<file path="src/rtl/vp_tile_scheduler_pkg.sv">
// -----------------------------------------------------------------------------
// vp_pkg: shared types and sizing for the VP encoder tile scheduler.
//   W_C_LENGTH : max compressed weight entries per tile
//   W_LEN_W    : width of a compressed tile length / group count
//   TILE_W     : width of tile count and tile index
//   TIMEOUT    : max RUN cycles without encoder finish before abort
//   sched_state_t : scheduler FSM states
// -----------------------------------------------------------------------------
package vp_pkg;

  localparam int W_C_LENGTH = 474;
  localparam int W_LEN_W    = $clog2(W_C_LENGTH) + 1;
  localparam int TILE_W     = 8;
  localparam int TIMEOUT    = 255;
  localparam int RUN_CNT_W  = $clog2(TIMEOUT + 1);

  typedef enum logic [2:0] {
    IDLE,
    REQ,
    START,
    RUN,
    DRAIN,
    NEXT,
    DONE
  } sched_state_t;

endpackage

</file>
<file path="src/rtl/vp_tile_scheduler_if.sv">
// -----------------------------------------------------------------------------
// vp_tile_scheduler_if: groups the scheduler's layer-controller, weight-loader,
// encoder and PE-lane signals.
//   master modport : scheduler side (drives o_*, samples i_*)
//   slave modport  : environment side (drives i_*, samples o_*)
// -----------------------------------------------------------------------------
interface vp_tile_scheduler_if;
  import vp_pkg::*;

  // layer controller
  logic               i_go;
  logic [TILE_W-1:0]  i_num_tiles;
  // weight loader
  logic               o_tile_req;
  logic               i_tile_valid;
  logic [W_LEN_W-1:0] i_tile_wlen;
  // encoder
  logic               o_enc_start;
  logic [W_LEN_W-1:0] o_enc_wlen;
  logic               i_enc_left_ready;
  logic               i_enc_right_ready;
  logic               i_enc_finish;
  // PE lanes
  logic               o_left_issue;
  logic               o_right_issue;
  logic               i_pe_left_busy;
  logic               i_pe_right_busy;
  // status
  logic [TILE_W-1:0]  o_tile_idx;
  logic [W_LEN_W-1:0] o_group_cnt;
  logic               o_busy;
  logic               o_done;
  logic               o_err;

  modport master (
    input  i_go, i_num_tiles, i_tile_valid, i_tile_wlen,
           i_enc_left_ready, i_enc_right_ready, i_enc_finish,
           i_pe_left_busy, i_pe_right_busy,
    output o_tile_req, o_enc_start, o_enc_wlen, o_left_issue, o_right_issue,
           o_tile_idx, o_group_cnt, o_busy, o_done, o_err
  );

  modport slave (
    output i_go, i_num_tiles, i_tile_valid, i_tile_wlen,
           i_enc_left_ready, i_enc_right_ready, i_enc_finish,
           i_pe_left_busy, i_pe_right_busy,
    input  o_tile_req, o_enc_start, o_enc_wlen, o_left_issue, o_right_issue,
           o_tile_idx, o_group_cnt, o_busy, o_done, o_err
  );

endinterface

</file>
<file path="src/rtl/vp_sched_perf_cnt.sv">
// -----------------------------------------------------------------------------
// vp_sched_perf_cnt: pair of 32-bit saturating event counters.
// Only built when VP_SCHED_PERF_EN is defined.
//   clk, rst_n     : clock, synchronous active-low reset
//   clr            : synchronous clear of both counters
//   inc_a, inc_b   : per-cycle increment enables
//   cnt_a, cnt_b   : counter values, stick at all-ones
// -----------------------------------------------------------------------------
`ifdef VP_SCHED_PERF_EN
module vp_sched_perf_cnt (
  input  logic        clk,
  input  logic        rst_n,
  input  logic        clr,
  input  logic        inc_a,
  input  logic        inc_b,
  output logic [31:0] cnt_a,
  output logic [31:0] cnt_b
);

  always_ff @(posedge clk) begin
    if (!rst_n) begin
      cnt_a <= '0;
      cnt_b <= '0;
    end else if (clr) begin
      cnt_a <= '0;
      cnt_b <= '0;
    end else begin
      if (inc_a && (cnt_a != '1)) cnt_a <= cnt_a + 32'd1;
      if (inc_b && (cnt_b != '1)) cnt_b <= cnt_b + 32'd1;
    end
  end

endmodule
`endif

</file>
<file path="src/rtl/vp_tile_scheduler.sv">
// -----------------------------------------------------------------------------
// vp_tile_scheduler: layer-level sequencer for the VP encoder. Walks a layer
// tile by tile: requests the weight tile, starts the encoder, forwards
// left/right group-ready pulses to the PE lanes, waits for encoder finish and
// PE drain, then advances to the next tile.
//   i_clk, i_rst_n : clock, synchronous active-low reset
//   bus            : vp_tile_scheduler_if.master (all handshake/status signals)
//   o_perf_busy    : cycles with o_busy        (VP_SCHED_PERF_EN only)
//   o_perf_stall   : cycles in REQ or DRAIN    (VP_SCHED_PERF_EN only)
// Optional feature macro: VP_SCHED_PERF_EN.
// -----------------------------------------------------------------------------
module vp_tile_scheduler
  import vp_pkg::*;
(
  input  logic                i_clk,
  input  logic                i_rst_n,
  vp_tile_scheduler_if.master bus
`ifdef VP_SCHED_PERF_EN
  ,
  output logic [31:0]         o_perf_busy,
  output logic [31:0]         o_perf_stall
`endif
);

  sched_state_t           state;
  logic [TILE_W-1:0]      num_tiles;
  logic [RUN_CNT_W-1:0]   run_cnt;

  logic [1:0]             grp_inc;
  logic                   collision;
  logic [TILE_W-1:0]      tile_idx_inc;

  // NOTE: every always_comb output gets a value on every path, otherwise a latch is inferred.
  always_comb begin
    grp_inc      = {1'b0, bus.i_enc_left_ready} + {1'b0, bus.i_enc_right_ready};
    collision    = (bus.i_enc_left_ready  && bus.i_pe_left_busy) ||
                   (bus.i_enc_right_ready && bus.i_pe_right_busy);
    tile_idx_inc = bus.o_tile_idx + 1'b1;
  end

  // NOTE: sequential state uses non-blocking assignments so every register samples pre-edge values.
  always_ff @(posedge i_clk) begin
    if (!i_rst_n) begin
      state           <= IDLE;
      num_tiles       <= '0;
      run_cnt         <= '0;
      bus.o_tile_req  <= 1'b0;
      bus.o_enc_start <= 1'b0;
      bus.o_enc_wlen  <= '0;
      bus.o_left_issue  <= 1'b0;
      bus.o_right_issue <= 1'b0;
      bus.o_tile_idx  <= '0;
      bus.o_group_cnt <= '0;
      bus.o_busy      <= 1'b0;
      bus.o_done      <= 1'b0;
      bus.o_err       <= 1'b0;
    end else begin
      // Single-cycle pulses fall back low unless a state below raises them.
      bus.o_enc_start   <= 1'b0;
      bus.o_left_issue  <= 1'b0;
      bus.o_right_issue <= 1'b0;
      bus.o_done        <= 1'b0;

      case (state)
        IDLE: begin
          if (bus.i_go) begin
            num_tiles      <= bus.i_num_tiles;
            bus.o_tile_idx <= '0;
            bus.o_err      <= 1'b0;
            bus.o_busy     <= 1'b1;
            if (bus.i_num_tiles == '0) begin
              state <= DONE;
            end else begin
              state          <= REQ;
              bus.o_tile_req <= 1'b1;
            end
          end
        end

        REQ: begin
          if (bus.i_tile_valid) begin
            bus.o_tile_req <= 1'b0;
            if (bus.i_tile_wlen == '0) begin
              // Empty tile: skip the encoder entirely.
              state <= NEXT;
            end else begin
              state           <= START;
              bus.o_enc_start <= 1'b1;
              bus.o_enc_wlen  <= bus.i_tile_wlen;
              bus.o_group_cnt <= '0;
            end
          end
        end

        START: begin
          state   <= RUN;
          run_cnt <= '0;
        end

        RUN: begin
          // Ready pulses are forwarded one cycle later, including in the finish cycle.
          bus.o_left_issue  <= bus.i_enc_left_ready;
          bus.o_right_issue <= bus.i_enc_right_ready;
          bus.o_group_cnt   <= bus.o_group_cnt + W_LEN_W'(grp_inc);
          if (collision) bus.o_err <= 1'b1;

          if (bus.i_enc_finish) begin
            state <= DRAIN;
          end else if (run_cnt == RUN_CNT_W'(TIMEOUT - 1)) begin
            // This was the TIMEOUT-th RUN cycle without finish.
            bus.o_err <= 1'b1;
            state     <= DONE;
          end else begin
            run_cnt <= run_cnt + 1'b1;
          end
        end

        DRAIN: begin
          if (!bus.i_pe_left_busy && !bus.i_pe_right_busy) state <= NEXT;
        end

        NEXT: begin
          bus.o_tile_idx <= tile_idx_inc;
          if (tile_idx_inc == num_tiles) begin
            state <= DONE;
          end else begin
            state          <= REQ;
            bus.o_tile_req <= 1'b1;
          end
        end

        DONE: begin
          // o_done lands in the first IDLE cycle; o_busy drops at the same edge.
          bus.o_done <= 1'b1;
          bus.o_busy <= 1'b0;
          state      <= IDLE;
        end

        default: state <= IDLE;
      endcase
    end
  end

`ifdef VP_SCHED_PERF_EN
  logic go_accept;
  logic stall_cyc;

  always_comb begin
    go_accept = (state == IDLE) && bus.i_go;
    stall_cyc = (state == REQ) || (state == DRAIN);
  end

  vp_sched_perf_cnt u_perf_cnt (
    .clk   (i_clk),
    .rst_n (i_rst_n),
    .clr   (go_accept),
    .inc_a (bus.o_busy),
    .inc_b (stall_cyc),
    .cnt_a (o_perf_busy),
    .cnt_b (o_perf_stall)
  );
`endif

endmodule

</file>
<file path="src/flat_wrapper.sv">
// flat-port wrapper written by rule: the top's interface ports become plain ports
module vp_tile_scheduler_flat import vp_pkg::*;
  (i_clk, i_rst_n, bus_i_go, bus_i_num_tiles, bus_i_tile_valid, bus_i_tile_wlen, bus_i_enc_left_ready, bus_i_enc_right_ready, bus_i_enc_finish, bus_i_pe_left_busy, bus_i_pe_right_busy, bus_o_tile_req, bus_o_enc_start, bus_o_enc_wlen, bus_o_left_issue, bus_o_right_issue, bus_o_tile_idx, bus_o_group_cnt, bus_o_busy, bus_o_done, bus_o_err);
  vp_tile_scheduler_if bus_i ();
  input  logic i_clk;
  input  logic i_rst_n;
  input wire logic [$bits(bus_i.i_go)-1:0] bus_i_go;
  input wire logic [$bits(bus_i.i_num_tiles)-1:0] bus_i_num_tiles;
  input wire logic [$bits(bus_i.i_tile_valid)-1:0] bus_i_tile_valid;
  input wire logic [$bits(bus_i.i_tile_wlen)-1:0] bus_i_tile_wlen;
  input wire logic [$bits(bus_i.i_enc_left_ready)-1:0] bus_i_enc_left_ready;
  input wire logic [$bits(bus_i.i_enc_right_ready)-1:0] bus_i_enc_right_ready;
  input wire logic [$bits(bus_i.i_enc_finish)-1:0] bus_i_enc_finish;
  input wire logic [$bits(bus_i.i_pe_left_busy)-1:0] bus_i_pe_left_busy;
  input wire logic [$bits(bus_i.i_pe_right_busy)-1:0] bus_i_pe_right_busy;
  output wire logic [$bits(bus_i.o_tile_req)-1:0] bus_o_tile_req;
  output wire logic [$bits(bus_i.o_enc_start)-1:0] bus_o_enc_start;
  output wire logic [$bits(bus_i.o_enc_wlen)-1:0] bus_o_enc_wlen;
  output wire logic [$bits(bus_i.o_left_issue)-1:0] bus_o_left_issue;
  output wire logic [$bits(bus_i.o_right_issue)-1:0] bus_o_right_issue;
  output wire logic [$bits(bus_i.o_tile_idx)-1:0] bus_o_tile_idx;
  output wire logic [$bits(bus_i.o_group_cnt)-1:0] bus_o_group_cnt;
  output wire logic [$bits(bus_i.o_busy)-1:0] bus_o_busy;
  output wire logic [$bits(bus_i.o_done)-1:0] bus_o_done;
  output wire logic [$bits(bus_i.o_err)-1:0] bus_o_err;
  assign bus_i.i_go = bus_i_go;
  assign bus_i.i_num_tiles = bus_i_num_tiles;
  assign bus_i.i_tile_valid = bus_i_tile_valid;
  assign bus_i.i_tile_wlen = bus_i_tile_wlen;
  assign bus_i.i_enc_left_ready = bus_i_enc_left_ready;
  assign bus_i.i_enc_right_ready = bus_i_enc_right_ready;
  assign bus_i.i_enc_finish = bus_i_enc_finish;
  assign bus_i.i_pe_left_busy = bus_i_pe_left_busy;
  assign bus_i.i_pe_right_busy = bus_i_pe_right_busy;
  assign bus_o_tile_req = bus_i.o_tile_req;
  assign bus_o_enc_start = bus_i.o_enc_start;
  assign bus_o_enc_wlen = bus_i.o_enc_wlen;
  assign bus_o_left_issue = bus_i.o_left_issue;
  assign bus_o_right_issue = bus_i.o_right_issue;
  assign bus_o_tile_idx = bus_i.o_tile_idx;
  assign bus_o_group_cnt = bus_i.o_group_cnt;
  assign bus_o_busy = bus_i.o_busy;
  assign bus_o_done = bus_i.o_done;
  assign bus_o_err = bus_i.o_err;
  vp_tile_scheduler u_core (.i_clk(i_clk), .i_rst_n(i_rst_n), .bus(bus_i));
endmodule
</file>
<file path="config.mk">
export PLATFORM = sky130hd
export DESIGN_NAME = vp_tile_scheduler_flat
export DESIGN_NICKNAME = d
export VERILOG_FILES = /design/src/rtl/vp_tile_scheduler_pkg.sv /design/src/rtl/vp_tile_scheduler_if.sv /design/src/rtl/vp_sched_perf_cnt.sv /design/src/rtl/vp_tile_scheduler.sv /design/src/flat_wrapper.sv
export SDC_FILE = /design/constraint.sdc
export NUM_CORES = 1
export LEC_CHECK = 0
export ABC_CLOCK_PERIOD_IN_PS = 3850
export CORE_ASPECT_RATIO = 1.75
export CORE_UTILIZATION = 55
export CTS_BUF_LIST = sky130_fd_sc_hd__clkbuf_8
export DETAILED_ROUTE_END_ITERATION = 7
export MAX_ROUTING_LAYER = met4
export PLACE_DENSITY_LB_ADDON = 0.3
export SYNTH_ARGS = -nofsm -noshare
export SYNTH_HDL_FRONTEND = slang
export SYNTH_SLANG_ARGS = --single-unit
</file>
<file path="constraint.sdc">
create_clock -name i_clk -period 3.85 [get_ports i_clk]
set_input_delay 0.5775 -clock i_clk [delete_from_list [all_inputs] [get_ports i_clk]]
set_output_delay 0.5775 -clock i_clk [all_outputs]
set_load 0.005 [all_outputs]
</file>
==> impl_metrics.tcl <==
set metrics [dict create \
    insertion_delay_ps 320 \
    cp_max_fo 5 \
    power.leakage_nw 1.23 \
    num-fill-cells 352 \
    final.period_utilization 0.613 \
    post_cts_buffers 0 \
    crit_path_end_kind "flop" \
    cts_tree "yes" \
    clk_path_buf_depth 2 \
    cts_resized 0 \
    clockRootBuffer "clkbuf_8" \
    yosysUniqueCellTypes 50 \
    ys_seq_area_frac 0.413 \
    synth_edf_count 0 \
    syn-num-nets 347 \
    worstSetupPathType "reg -> reg" \
    multiInputGateArea_sq_um 1450 \
    die_w_um 54.1 \
    drt_first_pass_iters 4 \
    die_h_um 93.2 \
    synth_top_area_cell "dfxtp_1" \
    grt_first_pass_wirelength_um 10300 \
    setup_tns_ps 0 \
    wl_per_cell_um 15.2 \
    ys_ff_latch 54 \
    pwr-share-seq 0.532 \
    finish.utilization 0.748 \
    yosys.area.top_type_share 0.413 \
    total_power_mw 1.15 \
    synth_most_common_cell "dfxtp_1" \
    status "finished clean" \
    hpwl_um 4750 \
    grt_use_total 0.282 \
    worstMarginPinSlew_ps 743 \
    drt_wl_total_um 6470 \
    hold_viol 0 \
    dr_wl_met3_um 335 \
    power.density_nw_per_um2 343 \
    final_nets 405 \
    drtIter0Drc 76 \
    drv_cap 0 \
    start_util 0.583 \
    antenna_cells 0 \
    grt_max_degree 23 \
    overflow 0 \
    first_global_vias 2359 \
    synth.cell_area_sq_um 2620 \
    wl_met1_um 2540 \
    hp-class "reg -> reg" \
    final-max-slew-violation-count 0 \
    combPwrFrac 0.176 \
    finish.instance_area_sq_um 3350 \
    min_period_ps 2360 \
    port_buffers 61 \
    gp_congestion 0.835 \
    syn_to_final_growth_pct 28.2 \
    die_area_sq_um 5050 \
    antenna_left 0 \
    whs_path_depth 2 \
    cts_hold_buf 0 \
    fin_worst_skew_ps 8.36 \
    dr_wl_met2_um 3450 \
    cts.sinks 54 \
    p_sw_frac 0.292 \
    startpoint_type "flop" \
    drc 0 \
    vdd_drop_max_mv 0.302 \
    synth_area_leaders "dfxtp_1 (41%), nand2_1 (6.6%), xnor2_1 (5.0%)" \
    clk_pin_slew_ps 110 \
    rows 32 \
    cts_htree_levels 2 \
    p_switching_mw 0.336 \
    ios 62 \
    dr_total_vias 2513 \
    critPathArrivalTime_ps 2630 \
    p_clk_frac 0.293 \
    syn_area_per_cell_sq_um 8.30 \
    antenna_found_initial 0 \
    core_sq_um 4480 \
    worst-r2r-cell-count 7 \
    max_slew_margin 0.504 \
    synthArstFlopShare 0 \
    yosys_most_used_dff "dfxtp_1" \
    topRoutingLayerUsed "met4" \
    cts_inserted_buffers 5 \
    place_area_sq_um 3260 \
    p_int_mw 0.815 \
    fin_ws_ps 1490 \
    drive_gt1_frac 0.0428 \
    via_per_inst 5.91 \
    ys_top_cells_by_count "dfxtp_1 (54), nand2_1 (46), nor2_1 (30), a21oi_1 (21), xnor2_1 (15)" \
    required_ps 4120 \
    rsz0062_at_grt "false" \
    place_ws_ps 1230 \
    max_freq_ghz 0.424 \
    syn_inst 315 \
    final-seq-area_sq_um 1080 \
    setup_viol 0 \
    yosys_warnings 0 \
]
## path summary, 6_finish.rpt
check                            from             endpoint  slack [ps]
max reg2reg  u_core.bus.o_tile_idx[0]      u_core.state[2]        1490
min               u_core.num_tiles[3]  u_core.num_tiles[3]         480
min reg2reg       u_core.num_tiles[3]  u_core.num_tiles[3]         480
max          u_core.bus.o_tile_idx[0]      u_core.state[2]        1490
## power groups by stage
| stage | Combinational [mW] | Clock, mW | Sequential [mW] |
|---|---|---|---|
| floorplan | 0.122 | 0 | 0.612 |
| global placement | 0.198 | 0 | 0.623 |
| detailed placement | 0.201 | 0 | 0.624 |
| CTS | 0.203 | 0.342 | 0.612 |
| global route | 0.225 | 0.360 | 0.616 |
| finish | 0.202 | 0.337 | 0.612 |
## registers in the layout, indices dropped and copies added (netlist names)
| register | count |
|---|---|
| u_core.bus.o_tile_idx | 8 |
| u_core.bus.o_group_cnt | 10 |
| u_core.bus.o_tile_req | 1 |
| u_core.bus.o_left_issue | 1 |
| u_core.bus.o_err | 1 |
| u_core.num_tiles | 8 |
| u_core.state | 3 |
| u_core.run_cnt | 8 |
| u_core.bus.o_done | 1 |
| u_core.bus.o_busy | 1 |
| u_core.bus.o_enc_wlen | 10 |
| u_core.bus.o_enc_start | 1 |
| u_core.bus.o_right_issue | 1 |
## placed cells by master, fill, tap and decap left out, drive strengths merged, types with 3 or more instances in the layout
cell type / instances
a22o: 10
inv: 12
nand2: 46
o21ai: 13
and3: 6
clkbuf: 5
nor2: 30
clkdlybuf4s50: 61
ha: 4
a22oi: 4
xnor2: 15
nor3: 11
nand2b: 3
xor2: 7
nand3: 11
a21oi: 21
nand4: 7
nor4: 8
dfxtp: 54
o211a: 3
nor2b: 10
## stage by stage
| stage | instances | hold slack [ps] |
|---|---|---|
| 2_1_floorplan | 315 | 448 |
| 3_3_place_gp | 417 | 459 |
| 3_5_place_dp | 417 | 464 |
| 4_1_cts | 425 | 480 |
| 5_1_grt | 425 | 517 |
| 6_report | 425 | 477 |
## routing by layer
| layer | global-route usage | up-vias |
|---|---|---|
| li1 | - | 1233 |
| met1 | 0.295 | 1179 |
| met2 | 0.493 | 89 |
| met3 | 0.0455 | 12 |
| met4 | 0.120 | 0 |
| met5 | - | - |
## cells by family after synthesis
| family | count (synthesis) | share of synthesized area |
|---|---|---|
| buf+inv | 22 | 0.0321 |
| xor+xnor | 22 | 0.0737 |
| compound gates | 68 | 0.176 |
| mux | 3 | 0.0120 |
| fa+ha+maj | 5 | 0.0268 |
| flops | 54 | 0.413 |
| simple gates | 141 | 0.267 |
## area by class of cell
| class | count | area share |
|---|---|---|
| multi-input cells | 239 | 0.432 |
| clock inverters | 3 | 0.00784 |
| well taps | 51 | 0.0190 |
| inverters | 10 | 0.0112 |
| clock buffers | 5 | 0.0205 |
| flip-flops and latches | 54 | 0.322 |
| repair buffers | 63 | 0.187 |
## worst max-delay path, stage by stage, from the launching register on
cell      delay (ps)
dfxtp_1          460
ha_1             310
xnor2_1          170
xnor2_1           90
a2111o_1         380
or4_4            520
nor3_4           180
o211a_1          180
(Power assumes the default switching activity.)
